## src/rtl/time_disp_scan.sv

```systemverilog
// time_disp_scan
// Display-side consumer of the 24-hour clock. It takes coherent BCD snapshots
// of HH:MM:SS and scans them onto a 6-digit, common-anode, multiplexed
// 7-segment display, one digit per slot of SCAN_DIV cycles.
//
// Ports:
//   kh_clk      system clock, rising edge
//   reset       synchronous, active-high reset
//   time_bcd    {Ht,Hu,Mt,Mu,St,Su}, 4-bit BCD each, Ht in [23:20]
//   time_valid  single-cycle strobe qualifying time_bcd
//   blank_lz    blank the hour-tens digit when it is 0
//   seg_n       active-low segments {g,f,e,d,c,b,a}
//   dp_n        active-low decimal point, used as the colon
//   an_n        active-low anodes, an_n[5]=Ht ... an_n[0]=Su
//   bcd_err     high while the displayed frame holds a digit > 9
module time_disp_scan #(
    parameter int SCAN_DIV = 4,
    parameter int BLANK    = 1
) (
    input  logic        kh_clk,
    input  logic        reset,
    input  logic [23:0] time_bcd,
    input  logic        time_valid,
    input  logic        blank_lz,
    output logic [6:0]  seg_n,
    output logic        dp_n,
    output logic [5:0]  an_n,
    output logic        bcd_err
);

    localparam int          SW         = $clog2(SCAN_DIV);
    localparam logic [SW-1:0] SLOT_LAST = SW'(SCAN_DIV - 1);
    localparam logic [SW-1:0] BLANK_END = SW'(BLANK);

    // Scan position
    logic [SW-1:0] slot_q, slot_d;
    logic [2:0]    idx_q, idx_d;

    // Snapshot buffering
    logic [23:0]   disp_q, disp_d;
    logic [23:0]   pend_q, pend_d;
    logic          pend_vld_q, pend_vld_d;
    logic          phase_q, phase_d;

    // Registered pins
    logic [6:0]    seg_q, seg_d;
    logic          dp_q, dp_d;
    logic [5:0]    an_q, an_d;
    logic          err_q, err_d;

    logic          frame_end;
    logic          load;
    logic [23:0]   load_val;
    logic [3:0]    cur_digit;
    logic          lz_hit;

    function automatic logic [6:0] seg_decode(input logic [3:0] d);
        logic [6:0] s;
        case (d)
            4'd0:    s = 7'h40;
            4'd1:    s = 7'h79;
            4'd2:    s = 7'h24;
            4'd3:    s = 7'h30;
            4'd4:    s = 7'h19;
            4'd5:    s = 7'h12;
            4'd6:    s = 7'h02;
            4'd7:    s = 7'h78;
            4'd8:    s = 7'h00;
            4'd9:    s = 7'h10;
            default: s = 7'h3F;  // dash: non-BCD digit
        endcase
        return s;
    endfunction

    // Slot counter and digit index
    always_comb begin
        frame_end = (slot_q == SLOT_LAST) && (idx_q == 3'd5);
        slot_d    = slot_q + 1'b1;
        idx_d     = idx_q;
        if (slot_q == SLOT_LAST) begin
            slot_d = '0;
            idx_d  = (idx_q == 3'd5) ? 3'd0 : idx_q + 3'd1;
        end
    end

    // Snapshot: strobes land in the pending register; the display register
    // only changes on the frame boundary so a frame is never torn. A strobe
    // on the boundary cycle itself bypasses the pending register.
    always_comb begin
        pend_d     = pend_q;
        pend_vld_d = pend_vld_q;
        disp_d     = disp_q;
        phase_d    = phase_q;
        load       = 1'b0;
        load_val   = disp_q;
        if (frame_end) begin
            if (time_valid) begin
                load     = 1'b1;
                load_val = time_bcd;
            end else if (pend_vld_q) begin
                load     = 1'b1;
                load_val = pend_q;
            end
            pend_vld_d = 1'b0;
        end else if (time_valid) begin
            pend_d     = time_bcd;
            pend_vld_d = 1'b1;
        end
        if (load) begin
            disp_d = load_val;
            // Colon blinks in step with the seconds digit changing.
            if (load_val[3:0] != disp_q[3:0])
                phase_d = ~phase_q;
        end
    end

    // Digit currently being scanned, idx 0 = Ht
    always_comb begin
        case (idx_q)
            3'd0:    cur_digit = disp_q[23:20];
            3'd1:    cur_digit = disp_q[19:16];
            3'd2:    cur_digit = disp_q[15:12];
            3'd3:    cur_digit = disp_q[11:8];
            3'd4:    cur_digit = disp_q[7:4];
            default: cur_digit = disp_q[3:0];
        endcase
    end

    // Output stage. Computed from the current scan position, so the pins lag
    // it by one cycle; disp_q and the position change on the same edge at a
    // frame boundary, which keeps digit content and anode aligned.
    always_comb begin
        an_d   = 6'h3F;
        seg_d  = 7'h7F;
        dp_d   = 1'b1;
        lz_hit = (idx_q == 3'd0) && blank_lz && (disp_q[23:20] == 4'd0);
        if ((slot_q >= BLANK_END) && !lz_hit) begin
            an_d  = 6'h3F ^ (6'd1 << (3'd5 - idx_q));
            seg_d = seg_decode(cur_digit);
            dp_d  = ~(phase_q && ((idx_q == 3'd1) || (idx_q == 3'd3)));
        end
    end

    // Error flag follows the display register by one cycle.
    always_comb begin
        err_d = (disp_q[23:20] > 4'd9) || (disp_q[19:16] > 4'd9) ||
                (disp_q[15:12] > 4'd9) || (disp_q[11:8]  > 4'd9) ||
                (disp_q[7:4]   > 4'd9) || (disp_q[3:0]   > 4'd9);
    end

    always_ff @(posedge kh_clk) begin
        if (reset) begin
            slot_q     <= '0;
            idx_q      <= 3'd0;
            disp_q     <= 24'h0;
            pend_q     <= 24'h0;
            pend_vld_q <= 1'b0;
            phase_q    <= 1'b0;
            seg_q      <= 7'h7F;
            dp_q       <= 1'b1;
            an_q       <= 6'h3F;
            err_q      <= 1'b0;
        end else begin
            slot_q     <= slot_d;
            idx_q      <= idx_d;
            disp_q     <= disp_d;
            pend_q     <= pend_d;
            pend_vld_q <= pend_vld_d;
            phase_q    <= phase_d;
            seg_q      <= seg_d;
            dp_q       <= dp_d;
            an_q       <= an_d;
            err_q      <= err_d;
        end
    end

    assign seg_n   = seg_q;
    assign dp_n    = dp_q;
    assign an_n    = an_q;
    assign bcd_err = err_q;

endmodule

```

## config.mk

```make
export PLATFORM = sky130hd
export DESIGN_NAME = time_disp_scan
export DESIGN_NICKNAME = d
export VERILOG_FILES = /design/src/rtl/time_disp_scan.sv
export SDC_FILE = /design/constraint.sdc
export NUM_CORES = 1
export LEC_CHECK = 0
export ABC_AREA = 1
export BUFFER_PORTS_ARGS = -buffer_cell sky130_fd_sc_hd__buf_2
export CAP_MARGIN = 10
export CORE_MARGIN = 10
export CORE_UTILIZATION = 61
export DETAILED_ROUTE_END_ITERATION = 10
export GPL_TIMING_DRIVEN = 0
export PLACE_DENSITY = 0.95
export SKIP_LAST_GASP = 1
export SLEW_MARGIN = 20
export SYNTH_ARGS = -nofsm -noshare
export SYNTH_HDL_FRONTEND = slang
export SYNTH_SLANG_ARGS = --single-unit
```

## constraint.sdc

```tcl
create_clock -name kh_clk -period 4.4 [get_ports kh_clk]
set_clock_uncertainty 0.05 [all_clocks]
set_input_delay 0.44 -clock kh_clk [delete_from_list [all_inputs] [get_ports kh_clk]]
set_output_delay 0.44 -clock kh_clk [all_outputs]
set_load 0.01 [all_outputs]
```

# After elaboration in Yosys (flattened, before gate mapping)
# Memory sizes are Yosys's and may differ from the RTL's. A register that Yosys moved wholly into a read port is not among the register bits.
# Index checks and enable logic that the tools add are counted.
[classes]
add_sub_neg = 3
magnitude_cmp = 7
eq_ne = 7
n_shift = 1
muxes = 8
bitwise = 5
reduce_logical = 21
[op_table]
columns = ["operator", "count"]
rows = [
  ["$mux 24", 2],
  ["$gt 4x4->1 const B", 6],
  ["$pmux 4 s5", 1],
  ["$eq 3x2->1 const B", 2],
  ["$eq 3x3->1 const B", 2],
  ["$logic_or 1x1->1", 6],
  ["$not 6->6", 1],
  ["$reduce_or 2->1", 3],
  ["$shl 1x3->6 const A", 1],
  ["$logic_and 1x1->1", 5],
  ["$logic_not 4->1", 1],
  ["$mux 4", 1],
  ["$ne 4x4->1", 1],
  ["$not 1->1", 4],
  ["$reduce_and 2->1", 2],
  ["$add 3x1->3 const B", 1],
  ["$eq 3x1->1 const B", 1],
  ["$logic_not 3->1", 1],
  ["$mux 1", 3],
  ["$mux 3", 1],
  ["$reduce_and 3->1", 1],
  ["$sub 3x3->3 const A", 1],
  ["$add 2x1->2 const B", 1],
  ["$eq 2x2->1 const B", 1],
  ["3 further kinds", 3],
]
[totals]
register_bits = 63
mem_bits_ro = 112
inputBits = 28
out_inout_bits = 15
mem_count = 1
[memory_table]
columns = ["memory", "words", "word_bits", "rd", "rd_ports_with_merged_regs", "write_ports", "line", "rtl"]
rows = [
  ["(name not given)", 16, 7, 1, 1, 0, "59", "case (d)"],
]

# Logic depth before layout (Yosys ltp)
# Gate-level depths: netlist of run 1.
[logic_depth]
ltp_word = 7
ltp_mapped = 14
depth_no_buf = 14

# Worst setup path after synthesis of run 1
# OpenSTA, ideal clock, no wires.
[synth_timing]
kind = "reg-to-reg"
from = "register idx_q[0]"
to = "register seg_q[3] (netlist: seg_n[3])"
arrival_time_ps = 1886
slack_ps = 2406
stages_incl_launch_ff = 12
cell_sequence = "dfxtp_1 ha_1 ha_1 nor2_1 nand3_2 nor2_1 nand3b_1 ha_1 nand3b_1 nand2_1 nand2_1 nand2_1"
[synth_via]
elab_chain_cells = 7
[synth_rtl]
columns = ["item", "line", "rtl"]
rows = [
  ["start, declared", "37", "logic [2:0] idx_q, idx_d;"],
  ["start signal, assigned", "165", "idx_q <= idx_d;"],
  ["$logic_not 3->1", "119, 136", ""],
  ["$logic_and 1x1->1 (2 in a row)", "136", "lz_hit = (idx_q == 3'd0) && blank_lz && (disp_q[23:20] == 4'd0);"],
  ["$logic_not 1->1", "137", "if ((slot_q >= BLANK_END) && !lz_hit) begin"],
  ["$logic_and 1x1->1", "137", ""],
  ["$not 1->1 (no line)", "n/a", ""],
  ["$reduce_or 2->1 (no line)", "n/a", ""],
  ["end, declared", "46", "logic [6:0] seg_q, seg_d;"],
]
# Parallel ways exist; a longest one is shown, timed or not.
# A chain may end at the register's enable or synchronous reset.

# Final worst setup path of run 1
# Same ends and word-level chain as after synthesis.

==> impl_metrics.env, run 1 <==
export IMPL_grt_util_all_layers_pct=19.2
export IMPL_syn_num_nets=459
export IMPL_seq_area_frac_synth_pct=44.4
export IMPL_chipWidth_um=92.0
export IMPL_numCtsBuffers=9
export IMPL_grt_max_degree=12
export IMPL_dp_hpwl_um=5800
export IMPL_pwr_share_clk_pct=41.5
export IMPL_critPathArrivalTime_ns=2.53
export IMPL_r2r_start="idx_q[0]$_SDFFE_PP0N_"
export IMPL_dp_cells=532
export IMPL_viasPerCell=5.70
export IMPL_slew_viol_final=0
export IMPL_power_share_combinational_pct=9.1
export IMPL_status="complete, no violations"
export IMPL_finalHoldViolCount=0
export IMPL_ys_top_cells_by_area="dfxtp_1 44%, nand2_1 8.8%, o21ai_0 8.1%"
export IMPL_switching_share_pct=23.6
export IMPL_h_tree_depth=3
export IMPL_switchingPower_mw=0.320
export IMPL_clk_pin_slew_worst_paths_ns=0.07
export IMPL_grt_pass1_vias=3088
export IMPL_overflow=0
export IMPL_vias=3125
export IMPL_area_delta_synth_final_pct=16.2
export IMPL_critPathKind="flip-flop to flip-flop"
export IMPL_hold_buffers=0
export IMPL_ir_drop_v=0.000246
export IMPL_synthMuxAreaShare_pct=0
export IMPL_hold_class="input pin to flip-flop"
export IMPL_critPathRequiredTime_ns=4.64
export IMPL_avgSynthCellArea_um2=7.52
export IMPL_final_area_um2=3670
export IMPL_diodes=0
export IMPL_worst_r2r_path_depth=13
export IMPL_synth_xor_area_share_pct=0
export IMPL_grt_pass1_wl_um=13600
export IMPL_finalPower_mw=1.36
export IMPL_rsz0062_at_grt="false"
export IMPL_drc_errors=0
export IMPL_fin_cells=548
export IMPL_synth_edf_count=0
export IMPL_fin_tns_setup_ns=0
export IMPL_core_area_um2=5070
export IMPL_gp_congestion=0.944
export IMPL_dieArea_um2=8450
export IMPL_cts_sinks=70
export IMPL_setup_viol=0
export IMPL_synth_cell_types=32
export IMPL_drtIter0Drc=305
export IMPL_cp_startpoint="idx_q[0]$_SDFFE_PP0N_"
export IMPL_finalCritPeriodShare_pct=52.0
export IMPL_maxCapViolCount=0
export IMPL_dieHeight_um=92.0
export IMPL_placed_area_um2=3460
export IMPL_fin_util_pct=72.3
export IMPL_routed_wl_um=8110
export IMPL_cts_setup_buffers=0
export IMPL_root_buffer="clkbuf_8"
export IMPL_clock_fmax_mhz=437
export IMPL_yosys_area_top_type="dfxtp_1"
export IMPL_wire_per_inst_um=14.8
export IMPL_antenna_found_initial=0
export IMPL_crit_path_start_kind="flip-flop"
export IMPL_place_ws_ns=2.15
export IMPL_crit_path_end_kind="flip-flop"
export IMPL_dr_pass1_iters=6
export IMPL_finalCriticalPeriod_ns=2.29
export IMPL_synth_compound_area_share_pct=19.6
export IMPL_synth_most_common_cell="nand2_1"
export IMPL_synth_simple_area_share_pct=25.0
export IMPL_synth_commonest_cells="74 x nand2_1, 70 x dfxtp_1, 62 x nor2_1"
export IMPL_route_antenna_remaining_nets=0
export IMPL_synthFlopType="dfxtp_1"
export IMPL_port_buffers=42
export IMPL_clock_path_buffers=2
export IMPL_power_density_nw_per_um2=370
export IMPL_intPower_mw=1.04
export IMPL_netlist_area_um2=3160
export IMPL_worst_slack_ns=2.11
export IMPL_initial_core_util_pct=62.2
export IMPL_worstPathMaxFanout=6
export IMPL_netlist_area_leader_share_pct=44.4
export IMPL_cts_tree="built"
export IMPL_ys_seq_elements=70
export IMPL_yosys_warnings=0
export IMPL_p_leak_nw=1.64
export IMPL_synth_adder_area_share_pct=4.36
export IMPL_drive_above_1_share_pct=16.5
export IMPL_hp_start="time_bcd[6]"
export IMPL_synthCells=420
export IMPL_post_cts_resize_count=0
export IMPL_maxSlewHeadroom_pct=62.5
export IMPL_synth_top_family_by_area="simple AND/OR/NAND/NOR gates"
export IMPL_finalNetCount=512
export IMPL_holdPathStages=3
export IMPL_worstSkewPairLatency_ns=0.35
export IMPL_io_pins=43
export IMPL_whs_ns=0.312
export IMPL_synthArstFlopShare_pct=0
export IMPL_row_count=26
export IMPL_worst_pin_slew_ns=0.563
export IMPL_p_seq_share_pct=49.4
[power by group through the flow]
stage / registers [mW] / clock network (mW) / logic, mW
floorplan: 0.685 / 0 / 0.0764
global placement: 0.683 / 0 / 0.116
detailed placement: 0.684 / 0 / 0.121
CTS: 0.670 / 0.564 / 0.122
global route: 0.672 / 0.596 / 0.140
finish: 0.670 / 0.563 / 0.123
[metal layers]
| layer | GRT usage [%] | vias to the layer above | routed length [µm] |
|---|---|---|---|
| li1 | - | 1522 | - |
| met5 | 0 | - | 0 |
| met1 | 22.5 | 1423 | 3400 |
| met2 | 31.2 | 152 | 3840 |
| met3 | 4.73 | 28 | 613 |
| met4 | 11.7 | 0 | 258 |
[cell families after synthesis]
logic type,count (synthesis)
flops,70
compound gates,106
fa+ha+maj,11
buf+inv,51
simple gates,182
[layout make-up]
class / instances / area, µm²
Buffer: 17 / 81.3
Multi-Input combinational cell: 299 / 1550
Clock buffer: 12 / 145
Tap cell: 70 / 87.6
Sequential cell: 70 / 1400
Timing Repair Buffer: 42 / 210
Clock inverter: 4 / 70.1
Inverter: 34 / 128
Fill cell: 413 / 1400
[worst paths after layout]
| kind | slack (ns) | end |
|---|---|---|
| hold reg to reg | 0.39 | slot_q[0]$_SDFF_PP0_ |
| setup / recovery | 2.11 | seg_n[3]$_SDFF_PP1_ |
| setup reg to reg | 2.11 | seg_n[3]$_SDFF_PP1_ |
| hold / removal | 0.31 | pend_q[6]$_SDFFE_PP0P_ |
[registers in the layout, summed over array words and instances (netlist names)]
register    cells
disp_q         24
pend_q         24
seg_n           7
an_n            6
idx_q           3
slot_q          2
bcd_err         1
dp_n            1
pend_vld_q      1
phase_q         1
[worst max-delay path, stage by stage (launching register included)]
cell and delay, ns:
dfxtp_1 0.42, inv_1 0.12, ha_1 0.30, nand2_1 0.13, inv_2 0.06, nand2_1 0.07, nand2_1 0.09, nor2_2 0.14
nand3b_1 0.18, ha_1 0.34, nand3b_1 0.15, nand2_1 0.07, nand2_1 0.04, nand2_1 0.06
[placed cells by master, fill, tap and decap left out, drive strengths merged, types with 11 or more instances in the layout]
master and n:
clkbuf 21, o21ai 52, a21oi 27, nand2 78, nor2 66, nand3 22, inv 34, buf 50
a22oi 17, dfxtp 70, ha 11
Power figures use the tool's default switching activity.
==> run 2, diff against run 1 <==
--- a/config.mk
+++ b/config.mk
@@ -5,14 +5,14 @@
 export SDC_FILE = /design/constraint.sdc
 export NUM_CORES = 1
 export LEC_CHECK = 0
-export ABC_AREA = 1
+export ABC_AREA = 0
 export BUFFER_PORTS_ARGS = -buffer_cell sky130_fd_sc_hd__buf_2
 export CAP_MARGIN = 10
 export CORE_MARGIN = 10
-export CORE_UTILIZATION = 61
+export CORE_UTILIZATION = 51
 export DETAILED_ROUTE_END_ITERATION = 10
 export GPL_TIMING_DRIVEN = 0
-export PLACE_DENSITY = 0.95
+export PLACE_DENSITY = 0.86
 export SKIP_LAST_GASP = 1
 export SLEW_MARGIN = 20
 export SYNTH_ARGS = -nofsm -noshare
==> constraint.sdc (replaced) <==
create_clock -name kh_clk -period 2.1 [get_ports kh_clk]
set_clock_uncertainty 0.05 [all_clocks]
set_input_delay 0.21 -clock kh_clk [delete_from_list [all_inputs] [get_ports kh_clk]]
set_output_delay 0.21 -clock kh_clk [all_outputs]
set_load 0.01 [all_outputs]
==> run 2 against run 1 <==
The run now ends with negative setup slack left. Worst setup slack lost 2.3 ns. Final area rose by 9.3%. Fmax up 1.2%. Die area increased by 14%. Cell count is 4.9% lower. Routed wire length increased by 2.9%. Worst hold slack got worse by 0.25 ns. Global-route usage shrank 2.5 points. Combinational power up 130%. Via count decreased by 4.4%. Area after synthesis fell by 1.2%. Sequential share of layout area decreased by 3.2 points. Largest power group unchanged.
==> impl_metrics.env, run 2 <==
export IMPL_routed_wl_um=8340
export IMPL_chipWidth_um=98.2
export IMPL_synthCells=372
export IMPL_ys_top_cells_by_area="dfxtp_1 45%, nand2_1 7.0%, a21oi_1 5.0%"
export IMPL_dp_hpwl_um=5730
export IMPL_grt_util_all_layers_pct=16.7
export IMPL_synth_edf_count=0
export IMPL_netlist_area_leader_share_pct=44.9
export IMPL_initial_core_util_pct=52.7
export IMPL_finalHoldViolCount=0
export IMPL_crit_path_end_kind="flip-flop"
export IMPL_synth_commonest_cells="70 x dfxtp_1, 58 x nand2_1, 36 x nor2_1"
export IMPL_yosys_area_top_type="dfxtp_1"
export IMPL_clock_fmax_mhz=443
export IMPL_vias=2987
export IMPL_cts_tree="built"
export IMPL_yosys_warnings=0
export IMPL_drtIter0Drc=168
export IMPL_worstSkewPairLatency_ns=0.35
export IMPL_p_leak_nw=1.56
export IMPL_gp_congestion=0.934
export IMPL_drc_errors=0
export IMPL_ys_seq_elements=70
export IMPL_synth_cell_types=48
export IMPL_seq_area_frac_synth_pct=44.9
export IMPL_h_tree_depth=3
export IMPL_ir_drop_v=0.000503
export IMPL_crit_path_start_kind="flip-flop"
export IMPL_cts_sinks=70
export IMPL_maxSlewHeadroom_pct=61.9
export IMPL_route_antenna_remaining_nets=0
export IMPL_worst_pin_slew_ns=0.572
export IMPL_grt_pass1_wl_um=13500
export IMPL_wire_per_inst_um=16.0
export IMPL_netlist_area_um2=3120
export IMPL_final_common_cell="dfxtp_1"
export IMPL_violations="negative setup slack"
export IMPL_diodes=0
export IMPL_grt_pass1_vias=2864
export IMPL_syn_num_nets=411
export IMPL_critPathKind="flip-flop to flip-flop"
export IMPL_antenna_found_initial=0
export IMPL_synth_most_common_cell="dfxtp_1"
export IMPL_dr_pass1_iters=6
export IMPL_core_area_um2=5920
export IMPL_avgSynthCellArea_um2=8.39
export IMPL_finalNetCount=481
export IMPL_whs_ns=0.0616
export IMPL_dieArea_um2=9640
export IMPL_clock_path_buffers=2
export IMPL_row_count=28
export IMPL_status="finished, violations left"
export IMPL_root_buffer="clkbuf_8"
export IMPL_area_delta_synth_final_pct=28.7
export IMPL_slew_viol_final=0
export IMPL_io_pins=43
export IMPL_dieHeight_um=98.2
export IMPL_numCtsBuffers=9
export IMPL_synthFlopType="dfxtp_1"
export IMPL_clk_pin_slew_worst_paths_ns=0.07
export IMPL_dp_cells=488
export IMPL_power_density_nw_per_um2=682
export IMPL_setup_viol=6
export IMPL_worst_slack_ns=-0.159
export IMPL_final_cell_mix="67 x dfxtp_1, 58 x nand2_1, 43 x buf_2"
export IMPL_synthArstFlopShare_pct=0
export IMPL_fin_cells=521
export IMPL_maxCapViolCount=0
export IMPL_critPathArrivalTime_ns=2.48
export IMPL_port_buffers=41
export IMPL_drive_above_1_share_pct=28.7
export IMPL_worstPathMaxFanout=6
export IMPL_hold_class="input pin to flip-flop"
export IMPL_finalCriticalPeriod_ns=2.26
export IMPL_grt_max_degree=12
export IMPL_critPathRequiredTime_ns=2.32
export IMPL_finalCritPeriodShare_pct=108
export IMPL_overflow=0
export IMPL_rsz0062_at_grt="true"
export IMPL_viasPerCell=5.73
## run 2: cell types whose count changed in the layout (fill, tap and decap cells not counted), moves of 6 or more
cell      change
nor2_1       -27
and3_1       +11
o21ai_0      -45
buf_4        +17
a221oi_2      +6
ha_1          -7
inv_1        -24
nor3_1       +24
nand2_1      -16
nand3_1      -13
a22oi_1      -15
## run 2: final cells by class
type | instances | area [µm²]
buffer | 27 | 169
clock buffer | 12 | 145
clock inverter | 3 | 45.0
fill | 465 | 1910
inverter | 11 | 47.5
multi-input combinational | 263 | 1750
sequential | 70 | 1410
tap | 75 | 93.8
timing repair buffer | 60 | 363
## run 2: critical path, stage by stage (launching register included)
cell	delay (ns)
dfxtp_2	0.34
buf_8	0.10
clkinvlp_4	0.12
ha_4	0.20
buf_6	0.13
a32oi_1	0.22
o211ai_1	0.12
mux2_4	0.31
ha_4	0.29
inv_2	0.03
o21a_1	0.15
o21ai_1	0.12
## run 2: worst paths after layout
kind | startpoint | slack (ns) | endpoint | cells after the start
hold reg to reg | phase_q$_SDFFE_PP0P_ | 0.38 | dp_n$_SDFF_PP1_ | 1
hold / removal | time_bcd[3] | 0.06 | pend_q[3]$_SDFFE_PP0P_ | 3
setup reg to reg | idx_q[0]$_SDFFE_PP0N_ | -0.16 | seg_n[1]$_SDFF_PP1_ | 11
setup / recovery | idx_q[0]$_SDFFE_PP0N_ | -0.16 | seg_n[1]$_SDFF_PP1_ | 11
## run 2: logic make-up after synthesis
family                   share of synthesized area (%)
AND/OR/NAND/NOR                                   22.4
AO/OA/AOI/OAI                                     18.5
flip-flops                                        44.9
buffers and inverters                             5.70
adder cells (fa/ha/maj)                           4.41
multiplexers                                      2.65
XOR/XNOR                                          1.40
## run 2: power by group
group | switching, mW | total [mW] | internal (mW)
Combinational | 0.163 | 0.283 | 0.120
Clock | 0.487 | 1.06 | 0.575
Sequential | 0.0217 | 1.39 | 1.37
Total | 0.671 | 2.74 | 2.07
## run 2: metrics by stage
step	utilization [%]	TNS, ns	area (µm²)	power, mW	setup WS, ns
6_report	67.8	-0.481	4010	2.74	-0.159
5_1_grt	67.8	-1.16	4010	2.83	-0.177
4_1_cts	64.5	-0.397	3820	2.72	-0.0962
3_5_place_dp	58.1	-0.892	3440	1.65	-0.215
3_3_place_gp	58.1	-0.496	3440	1.64	-0.169
2_1_floorplan	-	0	3140	1.57	0.00187
## run 2: repair_timing
item,4_1_cts,5_1_grt
resized for setup,19,35
buffers inserted,13,5
hold buffers,0,0
gates cloned,0,1
pin swaps,8,9
endpoints found under the setup margin,17,50
## run 2: per-layer routing
layer	vias to the layer above	GRT usage (%)	wire [µm]
met5	-	0	0
met3	20	5.50	678
li1	1445	-	-
met1	1394	19.0	3440
met4	0	7.17	194
met2	128	28.0	4030
==> run 3, diff against run 2 <==
--- a/config.mk
+++ b/config.mk
@@ -6,7 +6,7 @@
 export NUM_CORES = 1
 export LEC_CHECK = 0
 export ABC_AREA = 0
-export BUFFER_PORTS_ARGS = -buffer_cell sky130_fd_sc_hd__buf_2
+export BUFFER_PORTS_ARGS = -buffer_cell sky130_fd_sc_hd__buf_4
 export CAP_MARGIN = 10
 export CORE_MARGIN = 10
 export CORE_UTILIZATION = 51
==> run 3 against run 2 <==
The flow still finishes with violations (negative setup slack). Sequential power about the same. Largest cell class unchanged. Die area unchanged. Register-to-register slack better by 0.13 ns. Worst hold slack better by 0.0064 ns. First-iteration DRC count up 8.3%. Worst setup slack gained 0.13 ns. Via count rose by 0.60%. Clock-buffer cell count unchanged. Utilization up 2.9 points. Power is 1.0% higher. Clock power is essentially flat. Cell count up 0.58%.
==> impl_metrics.env, run 3 (same netlist as run 2, synthesis figures left out) <==
export IMPL_status="finished, violations left"
export IMPL_violations="negative setup slack"
export IMPL_dieHeight_um=98.2
export IMPL_clock_path_buffers=2
export IMPL_viasPerCell=5.73
export IMPL_gp_congestion=0.940
export IMPL_wire_per_inst_um=16.8
export IMPL_crit_path_end_kind="flip-flop"
export IMPL_finalCriticalPeriod_ns=2.13
export IMPL_critPathKind="flip-flop to flip-flop"
export IMPL_grt_util_all_layers_pct=16.5
export IMPL_r2r_start="idx_q[0]$_SDFFE_PP0N_"
export IMPL_multiInputGateArea_um2=1770
export IMPL_port_buffers=41
export IMPL_dr_pass1_iters=6
export IMPL_whs_ns=0.0681
export IMPL_clk_pin_slew_worst_paths_ns=0.07
export IMPL_fin_util_pct=70.7
export IMPL_numCtsBuffers=9
export IMPL_grt_max_degree=12
export IMPL_place_ws_ns=-0.217
export IMPL_core_area_um2=5920
export IMPL_finalPower_mw=2.77
export IMPL_finalCritPeriodShare_pct=101
export IMPL_root_buffer="clkbuf_8"
export IMPL_dp_hpwl_um=5750
export IMPL_slew_viol_final=0
export IMPL_chipWidth_um=98.2
export IMPL_route_antenna_remaining_nets=0
export IMPL_top_layer="met4"
export IMPL_ir_drop_v=0.000498
export IMPL_fin_tns_setup_ns=-0.0660
export IMPL_overflow=0
export IMPL_grt_pass1_wl_um=13300
export IMPL_maxCapViolCount=0
export IMPL_rsz0062_at_grt="true"
export IMPL_initial_core_util_pct=52.7
export IMPL_final_common_cell="dfxtp_1"
export IMPL_antenna_found_initial=0
export IMPL_drtIter0Drc=182
export IMPL_critPathArrivalTime_ns=2.36
export IMPL_seq_area_um2=1410
export IMPL_area_delta_synth_final_pct=34.2
export IMPL_worst_pin_slew_ns=0.593
export IMPL_cts_tree="built"
export IMPL_cp_startpoint="idx_q[0]$_SDFFE_PP0N_"
export IMPL_wl_met2_um=4470
export IMPL_worstSkewPairLatency_ns=0.35
export IMPL_met1_length_um=3560
export IMPL_finalNetCount=484
export IMPL_hold_class="input pin to flip-flop"
export IMPL_clock_fmax_mhz=470
export IMPL_power_density_nw_per_um2=661
export IMPL_p_leak_nw=1.63
export IMPL_drc_errors=0
export IMPL_cts_sinks=70
export IMPL_dieArea_um2=9640
export IMPL_vias=3005
export IMPL_critPathRequiredTime_ns=2.33
export IMPL_diodes=0
export IMPL_maxSlewHeadroom_pct=60.5
export IMPL_hold_buffers=0
export IMPL_io_pins=43
export IMPL_crit_path_start_kind="flip-flop"
export IMPL_hp_start="time_bcd[1]"
export IMPL_met3RoutedLength_um=621
export IMPL_worst_slack_ns=-0.0267
export IMPL_finalHoldViolCount=0
export IMPL_final_cell_mix="67 x dfxtp_1, 59 x buf_4, 58 x nand2_1"
export IMPL_fillers=446
export IMPL_worstPathMaxFanout=4
export IMPL_h_tree_depth=3
export IMPL_grt_pass1_vias=2803
export IMPL_routed_wl_um=8810
export IMPL_setup_viol=3
export IMPL_row_count=28
export IMPL_drive_above_1_share_pct=29.6
[run 3: worst paths after layout]
check / endpoint / slack, ns / cells past startpoint
setup reg to reg: seg_n[1]$_SDFF_PP1_ / -0.03 / 10
hold / removal: pend_q[1]$_SDFFE_PP0P_ / 0.07 / 3
hold reg to reg: dp_n$_SDFF_PP1_ / 0.37 / 1
setup / recovery: seg_n[1]$_SDFF_PP1_ / -0.03 / 10
[run 3: repair_timing]
| action | in CTS | in global routing |
|---|---|---|
| gates resized for setup | 22 | 43 |
| pin swaps | 5 | 14 |
| cloned | 0 | 2 |
| buffers inserted | 8 | 12 |
| setup endpoints to repair | 16 | 43 |
[run 3: per-stage QoR]
stage,instance area [µm²],instances
floorplan,3140,372
global placement,3540,488
detailed placement,3540,488
CTS,3890,510
global route,4190,524
finish,4190,524
[run 3: layer usage]
layer,up-vias,global-route usage [%]
met5,-,0
li1,1450,-
met4,0,5.73
met3,16,5.29
met2,125,28.3
met1,1414,18.8
[run 3: final cells by class]
type | count | area share [%]
buffer | 27 | 4.09
inverter | 11 | 1.29
clock buffer | 12 | 3.47
timing repair buffer | 63 | 11.8
sequential | 70 | 33.7
tap | 75 | 2.24
clock inverter | 3 | 1.08
multi-input combinational | 263 | 42.3
[run 3: where the power goes]
group / internal [mW] / switching, mW
registers: 1.37 / 0.0242
clock network: 0.575 / 0.486
logic: 0.145 / 0.167
total: 2.09 / 0.677
[run 3: worst max-delay path, cell delays in order (launching register included)]
cell	delay, ns
dfxtp_4	0.36
buf_6	0.12
ha_4	0.16
ha_4	0.18
a32oi_2	0.18
o211ai_1	0.13
mux2_4	0.31
ha_4	0.29
inv_2	0.03
o21a_1	0.16
o21ai_1	0.11
